==> src/rtl/load_scoreboard_pkg.sv <==
// Shared register-address definitions and tag helpers used by the load scoreboard.
package load_scoreboard_pkg;

    localparam int REG_ADDR_W = 5;
    localparam logic [REG_ADDR_W-1:0] REG_ZERO = 5'd0;

    typedef logic [REG_ADDR_W-1:0] reg_addr_t;

    // x0 is never a real dependency, so it can never produce a hit.
    function automatic logic tag_match(input reg_addr_t tag, input reg_addr_t query);
        return (query != REG_ZERO) && (tag == query);
    endfunction

endpackage

==> src/rtl/tag_cam.sv <==
// Fully associative match of one source register against all pending load tags,
// optionally ignoring the head entry that is being written back this cycle.
module tag_cam
    import load_scoreboard_pkg::*;
#(
    parameter int DEPTH = 4,
    parameter int IDX_W = $clog2(DEPTH)
) (
    input  logic [DEPTH-1:0]      valid,
    input  reg_addr_t [DEPTH-1:0] tags,
    input  logic [IDX_W-1:0]      head,
    input  logic                  head_excl,
    input  reg_addr_t             query,
    output logic                  hit
);

    logic [DEPTH-1:0] entry_hit;

    generate
        for (genvar gi = 0; gi < DEPTH; gi++) begin : g_entry
            assign entry_hit[gi] = valid[gi]
                                 && !(head_excl && (head == IDX_W'(gi)))
                                 && tag_match(tags[gi], query);
        end
    endgenerate

    assign hit = |entry_hit;

endmodule

==> src/rtl/load_scoreboard.sv <==
// In-order FIFO of destination registers for loads still in flight through the cache;
// drives the ID-stage load-use stall.
module load_scoreboard
    import load_scoreboard_pkg::*;
#(
    parameter int DEPTH = 4,
    parameter int CNT_W = 3
) (
    input  logic             clk,
    input  logic             reset,
    input  logic             issue_valid,
    input  reg_addr_t        issue_rd,
    input  logic             resp_valid,
    input  reg_addr_t        id_rs1,
    input  reg_addr_t        id_rs2,
    input  logic             id_is_load,
    output logic             stall,
    output logic [CNT_W-1:0] pending_cnt,
    output logic             full,
    output logic             empty,
    output logic             err
);

    localparam int IDX_W = $clog2(DEPTH);

    logic [DEPTH-1:0]      valid_reg;
    reg_addr_t [DEPTH-1:0] tag_reg;
    logic [IDX_W-1:0]      wr_ptr_reg;
    logic [IDX_W-1:0]      rd_ptr_reg;
    logic [CNT_W-1:0]      count_reg;
    logic [CNT_W-1:0]      count_next;
    logic                  full_reg;
    logic                  empty_reg;
    logic                  err_reg;

    logic hit_rs1;
    logic hit_rs2;
    logic push_req;
    logic do_push;
    logic do_pop;
    logic overflow;
    logic underflow;

    tag_cam #(.DEPTH(DEPTH), .IDX_W(IDX_W)) u_cam_rs1 (
        .valid     (valid_reg),
        .tags      (tag_reg),
        .head      (rd_ptr_reg),
        .head_excl (resp_valid),
        .query     (id_rs1),
        .hit       (hit_rs1)
    );

    tag_cam #(.DEPTH(DEPTH), .IDX_W(IDX_W)) u_cam_rs2 (
        .valid     (valid_reg),
        .tags      (tag_reg),
        .head      (rd_ptr_reg),
        .head_excl (resp_valid),
        .query     (id_rs2),
        .hit       (hit_rs2)
    );

    // A load in ID cannot issue into a full table unless a slot frees this cycle.
    assign stall = hit_rs1 | hit_rs2 | (id_is_load & full_reg & ~resp_valid);

    assign do_pop    = resp_valid & (count_reg != '0);
    assign underflow = resp_valid & (count_reg == '0);
    assign push_req  = issue_valid & ~stall;
    assign overflow  = push_req & full_reg & ~do_pop;
    assign do_push   = push_req & ~overflow;

    always_comb begin
        count_next = count_reg;
        case ({do_push, do_pop})
            2'b10:   count_next = count_reg + 1'b1;
            2'b01:   count_next = count_reg - 1'b1;
            default: count_next = count_reg;
        endcase
    end

    always_ff @(posedge clk) begin
        if (reset) begin
            valid_reg  <= '0;
            tag_reg    <= '0;
            wr_ptr_reg <= '0;
            rd_ptr_reg <= '0;
            count_reg  <= '0;
            full_reg   <= 1'b0;
            empty_reg  <= 1'b1;
            err_reg    <= 1'b0;
        end else begin
            // Pop is applied first so a same-slot push while full leaves the entry valid.
            if (do_pop) begin
                valid_reg[rd_ptr_reg] <= 1'b0;
                rd_ptr_reg            <= rd_ptr_reg + 1'b1;
            end
            if (do_push) begin
                valid_reg[wr_ptr_reg] <= 1'b1;
                tag_reg[wr_ptr_reg]   <= issue_rd;
                wr_ptr_reg            <= wr_ptr_reg + 1'b1;
            end
            count_reg <= count_next;
            full_reg  <= (count_next == CNT_W'(DEPTH));
            empty_reg <= (count_next == '0);
            if (overflow || underflow) begin
                err_reg <= 1'b1;
            end
        end
    end

    assign pending_cnt = count_reg;
    assign full        = full_reg;
    assign empty       = empty_reg;
    assign err         = err_reg;

endmodule

==> config.mk <==
export PLATFORM = sky130hd
export DESIGN_NAME = load_scoreboard
export DESIGN_NICKNAME = d
export VERILOG_FILES = /design/src/rtl/load_scoreboard_pkg.sv /design/src/rtl/tag_cam.sv /design/src/rtl/load_scoreboard.sv
export SDC_FILE = /design/constraint.sdc
export NUM_CORES = 1
export LEC_CHECK = 0
export CELL_PAD_IN_SITES_DETAIL_PLACEMENT = 1
export CELL_PAD_IN_SITES_GLOBAL_PLACEMENT = 2
export CORE_MARGIN = 5
export CORE_UTILIZATION = 33
export CTS_CLUSTER_SIZE = 28
export DETAILED_ROUTE_END_ITERATION = 16
export HOLD_SLACK_MARGIN = 0.06
export PLACE_DENSITY = 0.76
export SYNTH_ARGS = -nofsm -noshare
export SYNTH_HDL_FRONTEND = slang
export SYNTH_SLANG_ARGS = --single-unit
==> constraint.sdc <==
create_clock -name clk -period 5.8 [get_ports clk]
set_clock_uncertainty 0.2 [all_clocks]
set_input_delay 1.45 -clock clk [delete_from_list [all_inputs] [get_ports clk]]
set_output_delay 1.45 -clock clk [all_outputs]
set_load 0.03 [all_outputs]
==> results.md, run 1 <==
* Clock-pin slew reported for the worst setup and hold paths after clock tree synthesis at 70 ps
* Final Core Density at 0.406
* Flops & latches, synth at 34
* Chip Height at 88.6 µm
* Core region area at 5960 µm²
* Starting utilization of the core area at 0.342
* # DRC at 0
* Instance area after placement at 2330 µm²
* Critical Path Max Stage Delay at 620 ps
* Yosys warning count at 0
* Maximum fanout count along the critical path at 9
* Number of max-slew violations in the final report at 0
* CP most frequent cell: sky130_fd_sc_hd__clkdlybuf4s50_1
* Layout cell share with drive strength beyond 1 at 0.0478
* Type of destination of the critical path: output port
* CTS tree: done
* Top flip-flop cell by instance count after synthesis: sky130_fd_sc_hd__dfxtp_1
* Final hold violations at 0
* Fmax at 186 MHz
* Startpoint type of the worst setup path: input pin
* Actual slew at the worst max-slew pin at 892 ps
* Final HPWL DP at 3.93 mm
* Reg2Reg Capture Point: empty
* Total track usage at 0.140
* Core Rows at 28
* CTS root buffer: sky130_fd_sc_hd__clkbuf_8
* Worst hold start: valid_reg[2]
* Run status: completed
* Number of cells on the worst hold path at 2
* Setup_tns at 0 ps
* Count of mapped cells out of synthesis at 232
* Fraction of the yosys area taken by sequential cells at 0.334
* Mapped Nets at 262
* Min-Delay Endpoint: valid_reg[2]
* Worst-path cell with the longest stage delay: sky130_fd_sc_hd__clkdlybuf4s50_1
* Fillcell total at 718
* P&R area growth vs syn at 18.7%
* Clock Latency Late Sink at 280 ps
* Detailed-route vias per instance at 4.80
* MaxCap Viol Count at 0
* Post-layout nets at 280
* Static power due to leakage at 0.956 nW
* Worst vdd rail ir drop at 168 µV
* Sequential Area at 681 µm²
* Number of flip-flops in the largest register at 20
* Total of cells resized after clock tree synthesis at 0
* Vias in the first global route at 1655
* Overall via count from detail_route at 1565
* RSZ-0062 raised after global routing: false
* Post-CTS Repair Setup Buffers at 0
* Required time of the critical path at 4150 ps
* Setup violations, final at 0
* Die ar. at 7840 µm²
* First-pass GRT wire length at 8.45 mm
* Worst-case clock buffer depth at 2
* DRT antenna net count at 0
* Tightest slew margin relative to the limit at 0.405
* Clock sink total at 34
* Maximum number of pins on one net before global-route repair at 30
* Congestion Overflow GR at 0
* CP Cell Sequence: clkdlybuf4s50_1 > a21boi_0 > nand4_1 > nor3_1 > or3_1 > a211o_1 > clkdlybuf4s50_1
* Post-Synthesis Mean Instance Area at 8.78 µm²
* Cell Pwr Density at 328 nW/µm²
* Async set or reset register ratio after synthesis at 0
* Cells on worst reg2reg path at 15
* Number of buffers inserted by hold repair at cts at 0
* Highest-count cells in the layout ignoring fill and taps: sky130_fd_sc_hd__xnor2_1 (38), sky130_fd_sc_hd__nand2_1 (34), sky130_fd_sc_hd__dfxtp_1 (34), sky130_fd_sc_hd__clkdlybuf4s50_1 (26), sky130_fd_sc_hd__mux2i_1 (21)
* Most common cell after layout, fill and taps aside: sky130_fd_sc_hd__xnor2_1
* Final routed wirelength across all metal layers at 5.01 mm
* Register-to-register setup slack at 2330 ps
* Placer Congestion at 0.823
* Area taken by multi-input logic gates at 1240 µm²
* Area of all placed cells without fillers at 2420 µm²
* Number of buffers created by CTS at 5
* Type of the worst setup path: input pin to output port
* Boundary pin count at 27
* Count of input and output buffers at 26
* Number of enable flip-flop cells after synthesis at 0
* Routed wirelength normalized by instance count at 15.4 µm
* Antenna cells at 0
* Post-layout minimum cycle time at 5370 ps
* Arrival time at the worst endpoint at 3720 ps
* Share of the cycle needed by the critical path after routing at 0.925
* Number of unique standard cell types used by synthesis at 33
* Number of antenna violations at the first check in global routing at 0
* Worst R2R Start: rd_ptr_reg[0]
* Syn Std Cell Area at 2040 µm²
* Starting DRC count in detailed routing at 44
* Number of detailed-routing iterations run before antenna repair at 4
* Number of levels in the clock H-tree at 2
* Horizontal die dimension at 88.6 µm
* Class of the tightest hold or removal check: flop to flop
==> through the flow <==
stage	power [mW]	cells	setup WS (ps)	hold WS, ps
floorplan	0.529	232	1290	250
global placement	0.626	318	452	272
detailed placement	0.628	318	410	270
CTS	0.806	326	399	281
global route	0.854	326	248	305
finish	0.794	326	433	283
==> report_power, final <==
group	total [mW]	switching [mW]	internal [mW]
Clock	0.176	0.0799	0.0957
Combinational	0.309	0.172	0.137
Sequential	0.309	0.0364	0.273
Total	0.794	0.288	0.506
==> cell families (layout without fill, tap and decap cells) <==
logic type | after synthesis | count (layout) | share of synthesized area
mux | 21 | 21 | 0.103
flops | 34 | 34 | 0.334
xor+xnor | 44 | 44 | 0.189
buf+inv | 29 | 48 | 0.0590
fa+ha+maj | 10 | 10 | 0.0651
compound gates | 22 | 22 | 0.0774
simple gates | 72 | 72 | 0.172
==> critical path, delay by kind of cell <==
family	cells	cell delay, ps
compound gates	2	450
simple gates	3	610
buf+inv	2	1210
==> layout make-up <==
cell class,count,area share
timing repair buffer,27,0.111
inverter,13,0.0202
clock inverter,1,0.00207
tap,75,0.0388
multi-input combinational,169,0.511
clock buffer,7,0.0357
sequential,34,0.281
==> worst max-delay path by stage <==
stage	from	end	slack, ps	cells after the start
final	resp_valid	stall	430	7
after detailed placement	resp_valid	stall	410	7
after CTS	resp_valid	stall	400	7
after global placement	resp_valid	stall	450	7
after global routing	resp_valid	stall	250	7
after floorplan	id_rs1[1]	empty	1290	12
==> cell usage after synthesis, types with 3 or more instances <==
master | n | area (µm²)
sky130_fd_sc_hd__xnor2_1 | 38 | 333
sky130_fd_sc_hd__nand4_1 | 10 | 62.6
sky130_fd_sc_hd__mux2i_1 | 21 | 210
sky130_fd_sc_hd__inv_1 | 13 | 48.8
sky130_fd_sc_hd__dfxtp_1 | 34 | 681
sky130_fd_sc_hd__nand2_1 | 34 | 128
sky130_fd_sc_hd__o22ai_1 | 3 | 18.8
sky130_fd_sc_hd__o21ai_0 | 5 | 25.0
sky130_fd_sc_hd__xor2_1 | 6 | 52.6
sky130_fd_sc_hd__nand3_2 | 3 | 30.0
sky130_fd_sc_hd__buf_2 | 7 | 35.0
sky130_fd_sc_hd__nand3_1 | 5 | 25.0
sky130_fd_sc_hd__nor3_1 | 4 | 20.0
sky130_fd_sc_hd__a21oi_1 | 6 | 30.0
sky130_fd_sc_hd__nor2_1 | 7 | 26.3
sky130_fd_sc_hd__clkbuf_1 | 6 | 22.5
sky130_fd_sc_hd__ha_1 | 9 | 113
==> layer usage <==
layer  up-vias  share of wire  track usage
met5         -              0            0
met1       726           0.53        0.206
met3         9          0.037       0.0289
li1        805              -            -
met4         0          0.017       0.0371
met2        25           0.41        0.207
Note: power is estimated with default switching activity, not from simulation.
==> inputs of run 2 (changes only) <==
--- a/config.mk
+++ b/config.mk
@@ -12,7 +12,7 @@
 export CTS_CLUSTER_SIZE = 28
 export DETAILED_ROUTE_END_ITERATION = 16
 export HOLD_SLACK_MARGIN = 0.06
-export PLACE_DENSITY = 0.76
+export PLACE_DENSITY_LB_ADDON = 0.25
 export SYNTH_ARGS = -nofsm -noshare
 export SYNTH_HDL_FRONTEND = slang
 export SYNTH_SLANG_ARGS = --single-unit
==> results.md, run 2 (synthesized netlist as in run 1, its figures left out) <==
* Run status: completed
* Post-layout minimum cycle time at 5380 ps (+13.6 ps)
* Worst-case clock buffer depth at 2 (unchanged)
* Clock-pin slew reported for the worst setup and hold paths after clock tree synthesis at 70 ps (about the same)
* Horizontal die dimension at 88.6 µm (unchanged)
* MaxCap Viol Count at 0 (unchanged)
* Actual slew at the worst max-slew pin at 886 ps (-5.83 ps)
* Worst vdd rail ir drop at 253 µV (+51%)
* Number of buffers and inverters on the critical path at 2 (unchanged)
* Maximum fanout count along the critical path at 9 (unchanged)
* CP Cell Sequence: clkdlybuf4s50_1 > a21boi_0 > nand4_1 > nor3_1 > or3_1 > a211o_1 > clkdlybuf4s50_1
* Cell Pwr Density at 339 nW/µm² (+3.2%)
* Layout cell share with drive strength beyond 1 at 0.0518 (+0.00398)
* Area taken by multi-input logic gates at 1240 µm² (unchanged)
* Worst hold start: valid_reg[3]
* Type of the worst setup path: input pin to output port
* Final routed wirelength across all metal layers at 5.11 mm (+2.1%)
* Final-layout worst hold slack at 296 ps (+13.2 ps)
* Number of max-slew violations in the final report at 0 (unchanged)
* Total of cells resized after clock tree synthesis at 0 (unchanged)
* Number of buffers created by CTS at 5 (unchanged)
* Class of the tightest hold or removal check: flop to flop
* Instance area after placement at 2330 µm² (unchanged)
* Largest delay share family, worst path: buffers and inverters
* Number of levels in the clock H-tree at 2 (unchanged)
* CTS tree: done
* Area of all placed cells without fillers at 2440 µm² (+0.78%)
* Overall via count from detail_route at 1586 (+1.3%)
* Number of buffers inserted by hold repair at cts at 0 (unchanged)
* Chip Height at 88.6 µm (unchanged)
* Post-layout nets at 280 (unchanged)
* Sequential Area at 681 µm² (unchanged)
* Die ar. at 7840 µm² (unchanged)
* Type of destination of the critical path: output port
* Fmax at 186 MHz (-0.25%)
* Congestion Overflow GR at 0 (unchanged)
* Clock sink total at 34 (unchanged)
* Arrival time at the worst endpoint at 3730 ps (about the same)
* P&R area growth vs syn at 19.7%
* Clock Latency Late Sink at 290 ps (about the same)
* CP most frequent cell: sky130_fd_sc_hd__clkdlybuf4s50_1
* RSZ-0062 raised after global routing: false
* Total track usage at 0.141 (+0.00115)
* Detailed-route vias per instance at 4.87 (+1.3%)
* Final hold violations at 0 (unchanged)
* Number of flip-flops in the largest register at 20 (unchanged)
* Post-CTS Repair Setup Buffers at 0 (unchanged)
* Most common cell after layout, fill and taps aside: sky130_fd_sc_hd__xnor2_1
* Number of detailed-routing iterations run before antenna repair at 4 (unchanged)
* DRT antenna net count at 0 (unchanged)
* Boundary pin count at 27 (unchanged)
* Core Rows at 28 (unchanged)
* Share of the cycle needed by the critical path after routing at 0.928 (+0.00234)
* Vias in the first global route at 1674 (+1.1%)
* Highest-count cells in the layout ignoring fill and taps: sky130_fd_sc_hd__xnor2_1 (38), sky130_fd_sc_hd__nand2_1 (34), sky130_fd_sc_hd__dfxtp_1 (34), sky130_fd_sc_hd__clkdlybuf4s50_1 (26), sky130_fd_sc_hd__mux2i_1 (21)
* Fillcell total at 713 (-0.70%)
* Power Total at 0.826 mW (+4.0%)
* First-pass GRT wire length at 8.31 mm (-1.6%)
* Final HPWL DP at 4.05 mm (+2.9%)
* Routed wirelength normalized by instance count at 15.7 µm (+2.1%)
* Critical Path Max Stage Delay at 620 ps (about the same)
* Setup violations, final at 0 (unchanged)
* Startpoint type of the worst setup path: input pin
* Starting utilization of the core area at 0.342 (unchanged)
* Starting DRC count in detailed routing at 32 (-27%)
* Core region area at 5960 µm² (unchanged)
* Tightest slew margin relative to the limit at 0.409 (+0.00389)
* Number of antenna violations at the first check in global routing at 0 (unchanged)
* Count of input and output buffers at 26 (unchanged)
* CTS root buffer: sky130_fd_sc_hd__clkbuf_8
* Worst R2R Start: rd_ptr_reg[0]
* Placer Congestion at 0.833 (+1.1%)
* Maximum number of pins on one net before global-route repair at 30 (unchanged)
* CP Launch Point: resp_valid
* Worst-path cell with the longest stage delay: sky130_fd_sc_hd__clkdlybuf4s50_1
* Static power due to leakage at 0.966 nW (+0.97%)
* Required time of the critical path at 4150 ps (about the same)
* # DRC at 0 (unchanged)
* Antenna cells at 0 (unchanged)
* Setup_tns at 0 ps (unchanged)
## run 2: report_power, final
group	internal (mW)	switching, mW	total [mW]	leakage, nW
sequential	0.273	0.0368	0.310	0.277
clock	0.120	0.0862	0.206	0.0575
combinational	0.137	0.173	0.310	0.631
total	0.530	0.296	0.826	0.966
## run 2: cell type report
class / instances / area share
Sequential cell: 34 / 0.279
Clock buffer: 8 / 0.0452
Tap cell: 75 / 0.0385
Timing Repair Buffer: 27 / 0.110
Multi-Input combinational cell: 169 / 0.507
Inverter: 13 / 0.0200
## run 2: worst paths after layout
| kind | end | slack, ps | cells past startpoint |
|---|---|---|---|
| setup / recovery | stall | 420 | 7 |
| hold / removal | valid_reg[3] | 300 | 2 |
| setup reg to reg | empty | 2270 | 15 |
| hold reg to reg | valid_reg[3] | 300 | 2 |
## run 2: worst reg2reg max path: cells and delay by family, from the launching register on
kind | cells | cell delay, ps
AOI/OAI and AO/OA | 4 | 830
adders and majority gates | 3 | 810
buffers and inverters | 3 | 260
DFF | 1 | 330
and+or+nand+nor | 5 | 960
## run 2: layer usage
metal  track usage  vias to the layer above  wire [µm]
met3        0.0317                        9        262
li1              -                      804          -
met2         0.210                       26       2140
met5             0                        -          0
met1         0.196                      747       2610
met4        0.0604                        0         95
## run 2: metrics by stage
stage               setup slack [ps]   util  instances
finish                           420  0.409        326
global route                     289  0.409        326
CTS                              392  0.409        326
detailed placement               394  0.391        318
global placement                 442  0.391        318
floorplan                       1290      -        232
